[src/rtl/reg_dump.sv]
// reg_dump: debug read-out engine for the processor register file.
// On START it walks read addresses 0..NREGS-1 through one register-file
// read port, waits SETTLE_CYCLES per address for the port to settle, and
// streams each captured byte out on a valid/ready handshake with LAST on
// the final beat and a one-cycle DONE after that beat is accepted.
//
// Build option: define DUMP_CHECKSUM_EN to append one extra beat carrying
// the modulo-2^DATA_W sum of all register values. LAST then marks that
// beat instead of the last register beat.
module reg_dump #(
    parameter int NREGS         = 8,
    parameter int ADDR_W        = 3,
    parameter int DATA_W        = 8,
    parameter int SETTLE_CYCLES = 1
) (
    input  logic              CLK,
    input  logic              RESET,
    input  logic              START,
    output logic [ADDR_W-1:0] RDADDR,
    input  logic [DATA_W-1:0] RDDATA,
    output logic [DATA_W-1:0] DOUT,
    output logic              DVALID,
    input  logic              DREADY,
    output logic              LAST,
    output logic              BUSY,
    output logic              DONE
);

    typedef enum logic [1:0] {
        IDLE,
        SETTLE,
        SEND
    } state_t;

    // Counter value on which the read port is considered settled.
    localparam logic [3:0]        SETTLE_END = 4'(SETTLE_CYCLES - 1);
    // Address of the last register in the sweep.
    localparam logic [ADDR_W-1:0] LAST_ADDR  = ADDR_W'(NREGS - 1);

    state_t      state;
    logic [3:0]  settle_cnt;
    logic        accept;
    logic        final_beat;
    logic        last_reg;

    assign accept   = DVALID && DREADY;
    assign last_reg = (RDADDR == LAST_ADDR);

`ifdef DUMP_CHECKSUM_EN
    logic [DATA_W-1:0] checksum;
    logic              csum_beat;

    // The dump ends on the checksum beat, which follows the last register.
    assign final_beat = csum_beat;
`else
    // The dump ends on the last register beat.
    assign final_beat = last_reg;
`endif

    // Sweep FSM: address generation, settle timing, capture and handshake.
    // NOTE: every state element here uses <= so all of them update together
    // from the values seen before the edge; mixing in = would make the result
    // depend on statement order.
    always_ff @(posedge CLK) begin
        if (RESET) begin
            state      <= IDLE;
            settle_cnt <= '0;
            RDADDR     <= '0;
            DOUT       <= '0;
            DVALID     <= 1'b0;
            LAST       <= 1'b0;
            BUSY       <= 1'b0;
            DONE       <= 1'b0;
`ifdef DUMP_CHECKSUM_EN
            checksum   <= '0;
            csum_beat  <= 1'b0;
`endif
        end else begin
            // NOTE: DONE defaults low every cycle so a single assignment
            // below yields exactly a one-cycle pulse.
            DONE <= 1'b0;

            case (state)
                IDLE: begin
                    // RDADDR deliberately keeps its last value while idle.
                    if (START) begin
                        RDADDR     <= '0;
                        settle_cnt <= '0;
                        BUSY       <= 1'b1;
`ifdef DUMP_CHECKSUM_EN
                        checksum   <= '0;
                        csum_beat  <= 1'b0;
`endif
                        state      <= SETTLE;
                    end
                end

                SETTLE: begin
                    if (settle_cnt == SETTLE_END) begin
                        // Read port has settled: this is the only edge at
                        // which RDDATA is sampled for the current address.
                        DOUT   <= RDDATA;
                        DVALID <= 1'b1;
`ifdef DUMP_CHECKSUM_EN
                        LAST   <= 1'b0;
`else
                        LAST   <= last_reg;
`endif
                        state  <= SEND;
                    end else begin
                        settle_cnt <= settle_cnt + 4'd1;
                    end
                end

                SEND: begin
                    // Beat is held stable until the sink accepts it.
                    if (accept) begin
                        if (final_beat) begin
                            DVALID <= 1'b0;
                            LAST   <= 1'b0;
                            BUSY   <= 1'b0;
                            DONE   <= 1'b1;
`ifdef DUMP_CHECKSUM_EN
                            csum_beat <= 1'b0;
`endif
                            state  <= IDLE;
`ifdef DUMP_CHECKSUM_EN
                        end else if (last_reg) begin
                            // Present the running sum straight away; there
                            // is no read port to settle for this beat.
                            DOUT      <= checksum + DOUT;
                            checksum  <= checksum + DOUT;
                            LAST      <= 1'b1;
                            csum_beat <= 1'b1;
`endif
                        end else begin
                            RDADDR     <= RDADDR + 1'b1;
                            settle_cnt <= '0;
                            DVALID     <= 1'b0;
`ifdef DUMP_CHECKSUM_EN
                            checksum   <= checksum + DOUT;
`endif
                            state      <= SETTLE;
                        end
                    end
                end

                default: state <= IDLE;
            endcase
        end
    end

endmodule

[config.mk]
export PLATFORM = sky130hd
export DESIGN_NAME = reg_dump
export DESIGN_NICKNAME = d
export VERILOG_FILES = /design/src/rtl/reg_dump.sv
export SDC_FILE = /design/constraint.sdc
export NUM_CORES = 1
export LEC_CHECK = 0
export CELL_PAD_IN_SITES_DETAIL_PLACEMENT = 1
export CELL_PAD_IN_SITES_GLOBAL_PLACEMENT = 2
export CORE_MARGIN = 1
export CORE_UTILIZATION = 29
export CTS_CLUSTER_DIAMETER = 150
export DETAILED_ROUTE_END_ITERATION = 10
export PLACE_DENSITY_LB_ADDON = 0.05
export SLEW_MARGIN = 40
export SYNTH_ARGS = -nofsm -noshare
export SYNTH_HDL_FRONTEND = slang
export SYNTH_SLANG_ARGS = --single-unit
[constraint.sdc]
create_clock -name CLK -period 5 [get_ports CLK]
set_clock_uncertainty 0.15 [all_clocks]
set_input_delay 0.75 -clock CLK [delete_from_list [all_inputs] [get_ports CLK]]
set_output_delay 0.75 -clock CLK [all_outputs]
set_load 0.02 [all_outputs]
==> metrics.yaml, run 1 <==
outcome:
  status: "finished, final reports clean"
timing:
  drv_slew: 0
  finalCritPeriodShare_pct: 46.1
  setup_violations_final: 0
  fin_tns_setup_ns: 0
  grt_setup_unrepaired: "no"
  worst_slew_margin_rel_pct: 54.4
  worst-slew-pin-transition_ns: 0.681
  final-hold-violation-count: 0
  fmaxAchievable_ghz: 0.434
  final_period_minus_worst_setup_slack_ns: 2.30
placed_design:
  dp.cells: 178
  place_congestion: 0.731
  portBuffers: 26
  hpwlAfterDp_um: 1720
logic_synthesis:
  yosysMostFrequentCell: "sky130_fd_sc_hd__dfxtp_1"
  syn_avg_cell_area_sq_um: 8.65
  number_of_synthesized_register_bits: 21
  top_post_synthesis_cells_by_area: "sky130_fd_sc_hd__dfxtp_1 42%, sky130_fd_sc_hd__nand3_1 8.0%, sky130_fd_sc_hd__a21oi_1 7.0%, sky130_fd_sc_hd__ha_1 5.0%, sky130_fd_sc_hd__o21ai_0 3.5%"
  postSynth.asyncResetShare_pct: 0
  syn_area_sq_um: 1000
  synth_top_cells_by_count: "21 x sky130_fd_sc_hd__dfxtp_1, 16 x sky130_fd_sc_hd__nand3_1, 14 x sky130_fd_sc_hd__a21oi_1"
  area_leader_netlist: "sky130_fd_sc_hd__dfxtp_1"
  ys_dominant_reg_cell: "sky130_fd_sc_hd__dfxtp_1"
  synth_top_area_share_pct: 41.9
  ys_seq_area_share_pct: 41.9
  synthesis.yosys.warnings: 0
  synthesized_netlist_net_count: 132
  netlist-cell-type-count: 36
  post_synth_edffs: 0
  syn-instance-count: 116
die:
  fp.dieH_um: 60.8
  die_footprint_sq_um: 3700
  die_w_um: 60.8
  fp-row-count: 20
  core_area_sq_um: 3180
  floorplan.initialDensity_pct: 31.6
  ios: 27
route:
  first_pass_iters: 4
  detail_route.wirelength_um: 2670
  drcViolationCount: 0
  initial_drc_count: 28
  num_vias: 970
  routedWlPerCell_um: 14.7
  vias_per_cell: 5.33
  antenna_viol_nets_final: 0
power_and_ir_drop:
  power_switching_mw: 0.0945
  power.switching_fraction_pct: 29.1
  clock_power_share_pct: 26.9
  power.share.combinational_pct: 16.2
  vdd_drop_max_uv: 121
  post-layout-total-power_mw: 0.324
  cell_internal_pwr_mw: 0.230
  power.leakage_nw: 0.451
  seqPwrFrac_pct: 56.9
  power-per-cell-area_nw_per_um2: 246
setup_path:
  critical_path_peak_fanout: 7
  ff2ff_path_depth: 5
  crit_type: "reg2out"
  worst-path-stages: 1
  critPathMaxStageDelay_ns: 0.64
  gate_family_responsible_for_the_most_delay_along_the_worst_path: "buffers and inverters"
  cell_breakdown_of_the_critical_path: "clkdlybuf4s50_1"
  cp_data_arrival_time_ns: 1.40
  cp_data_required_time_ns: 4.10
  setup.worst_path.start_class: "register"
  crit_buf_inv: 1
  worstSetupEndpointType: "output port"
  slowest_stage: "sky130_fd_sc_hd__clkdlybuf4s50_1"
clock_tree:
  cts-resized-gates: 0
  post_cts_buffers: 0
  tritoncts: "done"
  postCtsHoldBufs: 0
  clock_tree.htree_level_count: 1
  clk_pin_slew_worst_paths_ns: 0.13
  cts_made_buffers: 3
  ctsRootBufferMaster: "sky130_fd_sc_hd__clkbuf_4"
  cts-root-to-sink-buffers: 2
  worst_skew_pair.late_latency_ns: 0.31
  clkSinkCount: 21
finish:
  n_fill_cell: 408
  regArea_sq_um: 422
  num-nets-final: 155
  synthToLayoutAreaGrowth_pct: 31.5
  drive_gt1_share_pct: 5.07
  instances_no_fill: 182
  antenna-diode-count: 0
  multi_input_comb_area_sq_um: 547
  finalCoreUtilization_pct: 41.5
grt:
  grt_first_pass_wirelength_um: 4270
  maximum_number_of_pins_on_one_net_before_global_route_repair: 27
  grt_overflow_total: 0
  all_layer_gr_usage_pct: 15.7
  first_global_vias: 944
  antenna_found_initial: 0
min_path:
  worst_hold_path.num_cells: 2
  hold_crit_class: "reg2reg"
run:
  cap_violations: 0
==> layout by cell type, fill, tap and decap left out, types with 2 or more instances in the layout <==
cell type                         instances
sky130_fd_sc_hd__inv_1                    4
sky130_fd_sc_hd__a32oi_1                  2
sky130_fd_sc_hd__clkdlybuf4s50_1         25
sky130_fd_sc_hd__nand2_1                  2
sky130_fd_sc_hd__or4_1                    2
sky130_fd_sc_hd__nand3_1                 16
sky130_fd_sc_hd__dfxtp_1                 20
sky130_fd_sc_hd__nand2b_1                 3
sky130_fd_sc_hd__o21ai_1                  3
sky130_fd_sc_hd__a21oi_1                 14
sky130_fd_sc_hd__nor2b_1                  2
sky130_fd_sc_hd__nand4b_1                 2
sky130_fd_sc_hd__clkbuf_4                 3
sky130_fd_sc_hd__o21ai_0                  7
sky130_fd_sc_hd__nor3_1                   2
sky130_fd_sc_hd__nor3b_1                  3
sky130_fd_sc_hd__nor2_1                   3
sky130_fd_sc_hd__ha_1                     4
==> worst paths after layout <==
kind | from | end | slack, ns
max reg2reg | settle_cnt[0] | DVALID | 3.05
min | DOUT[3] | DOUT[3] | 0.33
max | DVALID | DVALID | 2.70
min reg2reg | DOUT[3] | DOUT[3] | 0.33
==> state kept, by name, summed over array words and instances, names as in the netlist <==
register and cells:
DOUT 8, BUSY 1, state 2, DONE 1, RDADDR 3, settle_cnt 4, DVALID 1, LAST 1
==> metrics by stage <==
stage                     instance area [sq um]  hold slack [ns]  setup slack [ns]
after floorplan                            1000            0.339              3.33
after global placement                     1290            0.313              2.39
after detailed placement                   1290            0.321              2.66
after CTS                                  1320            0.339              2.70
after global routing                       1320            0.356              2.64
final                                      1320            0.334              2.70
==> area by class of cell <==
| cell class | instances | share of cell area (%) |
|---|---|---|
| flip-flops and latches | 21 | 31.9 |
| inverters | 4 | 1.14 |
| well taps | 44 | 4.17 |
| multi-input cells | 83 | 41.4 |
| repair buffers | 26 | 19.3 |
| clock buffers | 4 | 1.99 |
==> routing by layer <==
layer / track usage (%) / vias up / part of all wire, %
li1: - / 475 / -
met1: 19.6 / 478 / 50
met2: 27.2 / 15 / 46
met3: 4.26 / 2 / 3.4
met4: 2.92 / 0 / 0.71
met5: 0 / - / 0
==> cell families (layout without fill, tap and decap cells) <==
family / after synthesis / in the layout / share of synthesized area (%)
simple gates: 42 / 42 / 24.9
fa+ha+maj: 4 / 4 / 4.99
xor+xnor: 1 / 1 / 0.873
flops: 21 / 21 / 41.9
compound gates: 36 / 36 / 22.2
buf+inv: 12 / 34 / 5.11
==> power by group through the flow <==
| stage | Clock [mW] | Sequential, mW | Combinational [mW] |
|---|---|---|---|
| final | 0.0871 | 0.185 | 0.0526 |
| after global routing | 0.0975 | 0.186 | 0.0573 |
| after CTS | 0.0896 | 0.185 | 0.0534 |
| after detailed placement | 0 | 0.188 | 0.0530 |
| after global placement | 0 | 0.188 | 0.0527 |
| after floorplan | 0 | 0.188 | 0.0262 |
Note: power is estimated with default switching activity, not from simulation.
==> inputs of run 2 (changes only) <==
--- a/config.mk
+++ b/config.mk
@@ -8,7 +8,7 @@
 export CELL_PAD_IN_SITES_DETAIL_PLACEMENT = 1
 export CELL_PAD_IN_SITES_GLOBAL_PLACEMENT = 2
 export CORE_MARGIN = 1
-export CORE_UTILIZATION = 29
+export CORE_UTILIZATION = 24
 export CTS_CLUSTER_DIAMETER = 150
 export DETAILED_ROUTE_END_ITERATION = 10
 export PLACE_DENSITY_LB_ADDON = 0.05
==> constraint.sdc (replaced) <==
create_clock -name CLK -period 2.1 [get_ports CLK]
set_clock_uncertainty 0.15 [all_clocks]
set_input_delay 0.315 -clock CLK [delete_from_list [all_inputs] [get_ports CLK]]
set_output_delay 0.315 -clock CLK [all_outputs]
set_load 0.02 [all_outputs]
==> run 2 against run 1 <==
Effect of this change:
- via count up 1.0%
- worst hold slack got worse by 0.0054 ns
- clock-buffer cell count is 1 lower
- clock power grew to 3.1 times the previous value
- combinational power increased to 2.8 times the previous value
- first-iteration DRC count up 36%
==> metrics.yaml, run 2 (same netlist as run 1, synthesis figures left out) <==
die:
  ios: 27
  fp-row-count: 23
  floorplan.initialDensity_pct: 25.1
  fp.dieH_um: 66.7
  die_w_um: 66.7
  core_area_sq_um: 4000
  die_footprint_sq_um: 4440
route:
  vias_per_cell: 5.05
  routedWlPerCell_um: 15.1
  drcViolationCount: 0
  num_vias: 980
  antenna_viol_nets_final: 0
  detail_route.wirelength_um: 2930
  initial_drc_count: 38
  first_pass_iters: 4
min_path:
  hold_crit_class: "reg2reg"
  holdPathEnd: "DOUT[3]"
  holdCritStartpoint: "DOUT[3]"
  worst_hold_path.num_cells: 2
power_and_ir_drop:
  cell_internal_pwr_mw: 0.615
  post-layout-total-power_mw: 0.849
  clock_power_share_pct: 31.9
  power.share.combinational_pct: 17.2
  power_switching_mw: 0.234
  vdd_drop_max_uv: 219
  seqPwrFrac_pct: 50.9
  power.switching_fraction_pct: 27.6
  power-per-cell-area_nw_per_um2: 611
  power.leakage_nw: 0.479
finish:
  multi_input_comb_area_sq_um: 542
  final_area_sq_um: 1390
  synthToLayoutAreaGrowth_pct: 38.7
  finalCoreUtilization_pct: 34.8
  instances_no_fill: 194
  number_of_flip_flops_in_the_largest_register: 8
  register_with_the_most_flip_flops: "DOUT"
  n_fill_cell: 468
  most_common_cell_after_layout_fill_and_taps_aside: "sky130_fd_sc_hd__clkdlybuf4s50_1"
  num-nets-final: 161
  regArea_sq_um: 420
  antenna-diode-count: 0
  drive_gt1_share_pct: 9.03
  final_cell_mix: "26 x sky130_fd_sc_hd__clkdlybuf4s50_1, 21 x sky130_fd_sc_hd__dfxtp_1, 16 x sky130_fd_sc_hd__nand3_1"
  reg.largest.list: "DOUT (8), settle_cnt (4), RDADDR (3)"
setup_path:
  setup.worst_path.start_class: "register"
  setup.reg_to_reg.worst_slack_ns: 0.24
  worstReg2RegEnd: "DOUT[6]"
  reg2reg_from: "settle_cnt[0]"
  slowest_stage: "sky130_fd_sc_hd__or4b_1"
  worstSetupEndpointType: "register"
  critPathMaxStageDelay_ns: 0.65
  ff2ff_path_depth: 5
  critical_path_peak_fanout: 9
  cp_data_arrival_time_ns: 1.86
  crit_type: "reg2reg"
  cell_breakdown_of_the_critical_path: "inv_1 -> ha_1 -> or4b_1 -> o21ai_0 -> a21oi_1"
  cp_data_required_time_ns: 2.10
placed_design:
  dp.cells: 190
  portBuffers: 26
  place_congestion: 0.762
  hpwlAfterDp_um: 2130
  placement.cell_area_sq_um: 1340
grt:
  antenna_found_initial: 0
  grt_first_pass_wirelength_um: 4970
  all_layer_gr_usage_pct: 15.2
  first_global_vias: 992
  maximum_number_of_pins_on_one_net_before_global_route_repair: 17
  grt_overflow_total: 0
timing:
  grt_setup_unrepaired: "no"
  setup_violations_final: 0
  final-hold-violation-count: 0
  drv_slew: 0
  worst_slew_margin_rel_pct: 57.6
  worst-slew-pin-transition_ns: 0.635
  fmaxAchievable_ghz: 0.538
  final_period_minus_worst_setup_slack_ns: 1.86
  fin_tns_setup_ns: 0
  finalCritPeriodShare_pct: 88.5
clock_tree:
  cts_made_buffers: 3
  clock_tree.htree_level_count: 1
  worst_skew_pair.late_latency_ns: 0.26
  tritoncts: "done"
  clkSinkCount: 21
  ctsRootBufferMaster: "sky130_fd_sc_hd__clkbuf_8"
  clk_pin_slew_worst_paths_ns: 0.08
  cts-root-to-sink-buffers: 2
outcome:
  status: "finished, final reports clean"
run:
  cap_violations: 0
==> run 2: worst max-delay path, delay by kind of cell, from the launching register on <==
kind / cells / cell delay (ns)
AO/OA/AOI/OAI: 2 / 0.35
adder cells (fa/ha/maj): 1 / 0.18
buffers and inverters: 1 / 0.07
flip-flops: 1 / 0.36
AND/OR/NAND/NOR: 1 / 0.65
==> run 2: worst max-delay path by stage <==
stage	startpoint	end	slack, ns	depth (start not counted)
5_1_grt	RDADDR[0]	settle_cnt[2]	0.07	5
4_1_cts	RDADDR[0]	settle_cnt[2]	0.18	5
3_5_place_dp	DREADY	settle_cnt[2]	0.16	4
2_1_floorplan	RDADDR[0]	settle_cnt[2]	0.43	5
3_3_place_gp	DREADY	settle_cnt[2]	0.17	4
6_report	settle_cnt[0]	DOUT[6]	0.24	5
==> run 2: metal layers <==
metal  vias to the layer above  share of wire (%)  track usage [%]  routed length, um
met2                        13                 46             23.9               1360
met4                         0                1.8             6.38                 52
met3                         5                2.2             2.57                 65
met5                         -                  0                0                  0
met1                       477                 50             20.1               1460
li1                        485                  -                -                  -
==> run 2: cell type report <==
class	instances	share of cell area [%]
clock buffers	3	2.97
flip-flops and latches	21	30.2
clock inverters	1	0.360
repair buffers	32	21.9
inverters	4	1.08
multi-input cells	83	38.9
well taps	50	4.50
==> run 2: per-stage QoR <==
step	setup slack, ns	hold WS (ns)
finish	0.240	0.329
global route	0.0652	0.357
CTS	0.179	0.331
detailed placement	0.161	0.319
global placement	0.175	0.317
floorplan	0.430	0.265
==> run 2: power groups by stage <==
| stage | Clock, mW | Sequential, mW | Combinational [mW] |
|---|---|---|---|
| after floorplan | 0 | 0.449 | 0.0623 |
| after global placement | 0 | 0.442 | 0.146 |
| after detailed placement | 0 | 0.442 | 0.147 |
| after CTS | 0.286 | 0.433 | 0.148 |
| after global routing | 0.296 | 0.436 | 0.160 |
| final | 0.271 | 0.432 | 0.146 |
==> run 2: what timing repair did <==
| action | 4_1_cts | 5_1_grt |
|---|---|---|
| setup buffers | 0 | 0 |
| hold buffers | 0 | 0 |
| resized for setup | 0 | 1 |
| endpoints found under the setup margin | 0 | 2 |
| hold endpoints to repair | 0 | 0 |
==> RTL edit 1, RTL diff (flow settings as in run 1) <==
Change the parameter `ADDR_W` from 3 to 4.
--- a/src/rtl/reg_dump.sv
+++ b/src/rtl/reg_dump.sv
@@ -11,3 +11,3 @@
     parameter int NREGS         = 8,
-    parameter int ADDR_W        = 3,
+    parameter int ADDR_W        = 4,
     parameter int DATA_W        = 8,
Interface: changed (resized RDADDR); port bits go from 27 to 28. The function was not compared with the original's and may differ.
==> RTL edit 1 against run 1 <==
- wire length rose by 2.7%
- sequential cell count increased by 1
- via count increased by 0.41%
- area after synthesis is 0.87% higher
- synthesized cell count down 0.86%
- total power is 24% higher
- global-route usage increased by 0.61 points
- final cell count grew 2.2%
- first-iteration DRC count grew 29%
- setup slack lost 0.056 ns
- sequential share of layout area up 0.29 points
- design area up 3.5%
- critical path type is now primary input to flop
- critical endpoint is now RDADDR[3]$_SDFFE_PP0P_
- largest cell class unchanged
==> RTL edit 1: results (changes against run 1) <==
Layout
  – Non-CTS buffers: 28 (+7.7%)
  – Final #Nets: 156 (+0.65%)
  – Signal buf overhead: 20.33% (+0.99 points)
  – Regs by FF count: DOUT (8), RDADDR (4), settle_cnt (4)
  – Storage cell area: 440.4 um2 (+4.5%)
  – Clock Network Area Fraction: 3.846% (+1.9 points)
  – Multi-input logic area: 526.8 um2 (-3.7%)
  – Inverters, non-clock: 3 (-1)
  – Count of flip-flops and latches: 22 (+4.8%)
  – Fillers: 409 (+0.25%)

Detailed routing
  – DRT iter0 DRCs: 36 (+29%)
  – Met3 WL post-DR: 102 um (+12%)
  – Vias post-DR: 974 (+0.41%)
  – Met1 WL: 1.367 mm (+2.9%)
  – Drt total wl: 2.745 mm (+2.7%)
  – Met2 wire length: 1.252 mm (+1.4%)

Yosys
  – Seq/Total Area, Yosys: 43.51% (+1.6 points)
  – Syn_nets: 130 (-1.5%)
  – Most frequent cells after synthesis: dfxtp_1 (22), a21oi_1 (15), nand3_1 (13)
  – Synth top area cells: dfxtp_1 (44%), a21oi_1 (7.4%), nand3_1 (6.4%)
  – Count of unique library cells instantiated by Yosys: 35 (-2.8%)

Place
  – DP Wirelength: 1.921 mm (+12%)
  – Port Buffer Count: 27 (+3.8%)
  – Gp weighted congestion: 0.6840 (-6.4%)

Pwr
  – Internal power: 0.0002995 W (+30%)
  – Max VDD drop: 0.1104 mV (-8.5%)
  – P_clk: 0.000140 W (+61%)
  – Pleak: 0.4634 nW (+2.7%)

STA
  – Worst Tran Pin Value: 0.8405 ns (+0.1593 ns)

GRT
  – Met2 Use GR: 24.84% (-2.3 points)
  – First-pass GRT wire length: 4.464 mm (+4.5%)
  – Total GRT Usage: 16.27% (+0.61 points)
  – GR Util met1: 22.42% (+2.8 points)
  – Largest net degree at the start of global routing: 21 (-22%)
  – GRT met3 Usage: 3.151% (-1.1 points)

Setup path
  – CP max stage cell: or4_1
  – R2r setup slk: 3.12 ns (+0.07 ns)
  – Critical Path Start: DREADY
  – Arr. time, crit path: 2.45 ns (+1.05 ns)
  – Largest delay contributor family on the critical path: simple AND/OR/NAND/NOR gates
  – R2r worst-path depth: 3 (-2)
  – Crit Reg-Reg Startpoint: state[0]$_SDFFE_PP0P_
  – CP Max Fanout: 12 (+5)
  – Critical Path End: RDADDR[3]$_SDFFE_PP0P_

Outcome
  – Status: complete, no violations
## RTL edit 1: changes by cell type in the layout (fill, tap and decap cells not counted), sizes merged, moves of 3 or more
cell    change
nor2        -3
a311oi      +3
nand2       +4
nand3       -3
## RTL edit 1: through the flow
stage                     power [W]  cells  worst slack, ns  hold WS (ns)  cell area (um2)
after detailed placement  0.0002674    182            2.294        0.3250             1314
after global routing      0.0004231    186            2.519        0.3739             1366
after global placement    0.0002658    182            2.351        0.3114             1311
after floorplan           0.0002339    115            3.243        0.3268             1012
final                     0.0004031    186            2.641        0.3431             1366
after CTS                 0.0004095    186            2.634        0.3439             1366
## RTL edit 1: cells by family (layout without fill, tap and decap cells)
group / after synthesis / in the layout / share of synthesized area (%)
AO/OA/AOI/OAI: 42 / 42 / 25.34
adder cells (fa/ha/maj): 3 / 3 / 3.709
buffers and inverters: 10 / 35 / 4.697
flip-flops: 22 / 22 / 43.51
multiplexers: 1 / 1 / 0.9889
AND/OR/NAND/NOR: 37 / 37 / 21.76
## RTL edit 1: worst min-delay path by stage
stage | slack, ns | end | depth (start not counted) | from
3_3_place_gp | 0.31 | DOUT[0]$_SDFFE_PP0P_ | 2 | DOUT[0]$_SDFFE_PP0P_
5_1_grt | 0.37 | DOUT[6]$_SDFFE_PP0P_ | 2 | DOUT[6]$_SDFFE_PP0P_
2_1_floorplan | 0.33 | settle_cnt[1]$_SDFFE_PP0P_ | 2 | settle_cnt[1]$_SDFFE_PP0P_
3_5_place_dp | 0.32 | DOUT[6]$_SDFFE_PP0P_ | 2 | DOUT[6]$_SDFFE_PP0P_
6_report | 0.34 | DOUT[7]$_SDFFE_PP0P_ | 2 | DOUT[7]$_SDFFE_PP0P_
4_1_cts | 0.34 | DOUT[6]$_SDFFE_PP0P_ | 2 | DOUT[6]$_SDFFE_PP0P_
==> RTL edit 2, RTL diff (config.mk and constraints of run 1) <==
Without the edit above. The 3 states of `state_t` get a one-hot encoding in 3 bits.
--- a/src/rtl/reg_dump.sv
+++ b/src/rtl/reg_dump.sv
@@ -28,6 +28,6 @@
 
-    typedef enum logic [1:0] {
-        IDLE,
-        SETTLE,
-        SEND
+    typedef enum logic [2:0] {
+        IDLE   = 3'b001,
+        SETTLE = 3'b010,
+        SEND   = 3'b100
     } state_t;
Function: no difference found for any inputs over 10 cycles, from zero or initial values and one cycle with RESET high; not proved beyond that.
==> RTL edit 2 against run 1 <==
- total power grew 9.0%
- worst hold slack lost 0.021 ns
- sequential cell count grew 1
- design area grew 2.5%
- via count shrank 7.9%
- area after synthesis shrank 0.62%
- setup slack lost 0.011 ns
- critical path type unchanged
- largest cell class unchanged
- highest routed layer unchanged
- wire length shrank 9.6%
==> RTL edit 2: results (changes against run 1) <==
Outcome
  – Status: complete, no violations

Detailed routing
  – DRT iter0 DRCs: 39 (+39%)
  – Vias post-DR: 893 (-7.9%)
  – Drt first pass iters: 2 (-2)
  – Drt total wl: 2.416 mm (-9.6%)

Yosys
  – Count of unique library cells instantiated by Yosys: 32 (-11%)
  – Synth top area cells: dfxtp_1 (44%), a21oi_1 (10%), nand2_1 (8.7%)
  – Compound-Gate Fraction of Synth Area: 18.19% (-4.0 points)
  – Syn_nets: 130 (-1.5%)
  – Seq/Total Area, Yosys: 44.17% (+2.3 points)
  – Adder-cell share of the synthesized area: 5.019% (+0.031 points)
  – Most frequent cells after synthesis: nand2_1 (23), dfxtp_1 (22), a21oi_1 (20)
  – Synth Area in XOR/XNOR: 0% (-0.87 points)
  – Proportion of synthesized area in mux cells: 1.004% (+1.0 points)

Layout
  – # diodes: 0 (unchanged)
  – Clock Network Area Fraction: 3.885% (+1.9 points)
  – Regs by FF count: DOUT (8), settle_cnt (4)
  – Seq/total area: 32.56% (+0.62 points)
  – Multi-In Gates: 86 (+3.6%)
  – Fillers: 403 (-1.2%)
  – Signal buf overhead: 18.87% (-0.47 points)
  – Clk_buf instances: 3 (-1)
  – Layout cells sized above 1: 11.27% (+6.2 points)
  – Count of flip-flops and latches: 22 (+4.8%)
  – Multi-input logic area: 534.3 um2 (-2.3%)
  – Final #Nets: 159 (+2.6%)

Setup path
  – CP Max Fanout: 7 (unchanged)
  – Arr. time, crit path: 1.41 ns
  – Crit Reg-Reg Startpoint: RDADDR[0]$_SDFFE_PP0P_
  – R2r endpoint: settle_cnt[1]$_SDFFE_PP0P_
  – Critical Path End: DVALID
  – R2r worst-path depth: 6 (+1)
  – R2r setup slk: 3.02 ns (-0.03 ns)

Pwr
  – Pleak: 0.4584 nW (+1.6%)
  – Max VDD drop: 0.1115 mV (-7.6%)

STA
  – Slew margin rel.: 61.93% (+7.5 points)
  – Final min period: 2.314 ns (+0.01087 ns)

GRT
  – First-pass GRT wire length: 4.146 mm (-2.9%)
  – Total GRT Usage: 15.32% (-0.34 points)
  – Largest net degree at the start of global routing: 23 (-15%)
  – Vias in the first global route: 915 (-3.1%)

Min path
  – Hold Startpoint: DOUT[4]$_SDFFE_PP0P_
  – Min-Delay Endpoint: DOUT[4]$_SDFFE_PP0P_

Place
  – Gp weighted congestion: 0.7354 (+0.66%)
  – Pre-CTS WS: 2.579 ns (-0.08099 ns)
  – DP Wirelength: 1.804 mm (+5.0%)
## RTL edit 2: layer usage
metal / vias up / GRT usage, % / routed length [um]
met2: 13 / 24.49 / 1145
met3: 2 / 5.117 / 127
met1: 426 / 19.92 / 1131
met4: 0 / 3.896 / 11
li1: 452 / - / -
met5: - / 0 / 0
## RTL edit 2: where the power goes
group          total [W]  internal, W  leakage [nW]  switching, W
Sequential      0.000182     0.000179         0.178    0.00000352
Combinational  0.0000323    0.0000164         0.252     0.0000159
Clock           0.000139    0.0000810        0.0279     0.0000581
## RTL edit 2: metrics by stage
stage	hold slack (ns)	power, W	utilization [%]	area [um2]	instances
after floorplan	0.3074	0.0002016	-	997.2	114
after global placement	0.2915	0.0002188	41.39	1305	182
after detailed placement	0.3030	0.0002190	41.23	1300	182
after CTS	0.3187	0.0003591	42.90	1353	186
after global routing	0.3319	0.0003687	42.90	1353	186
final	0.3132	0.0003536	42.90	1353	186
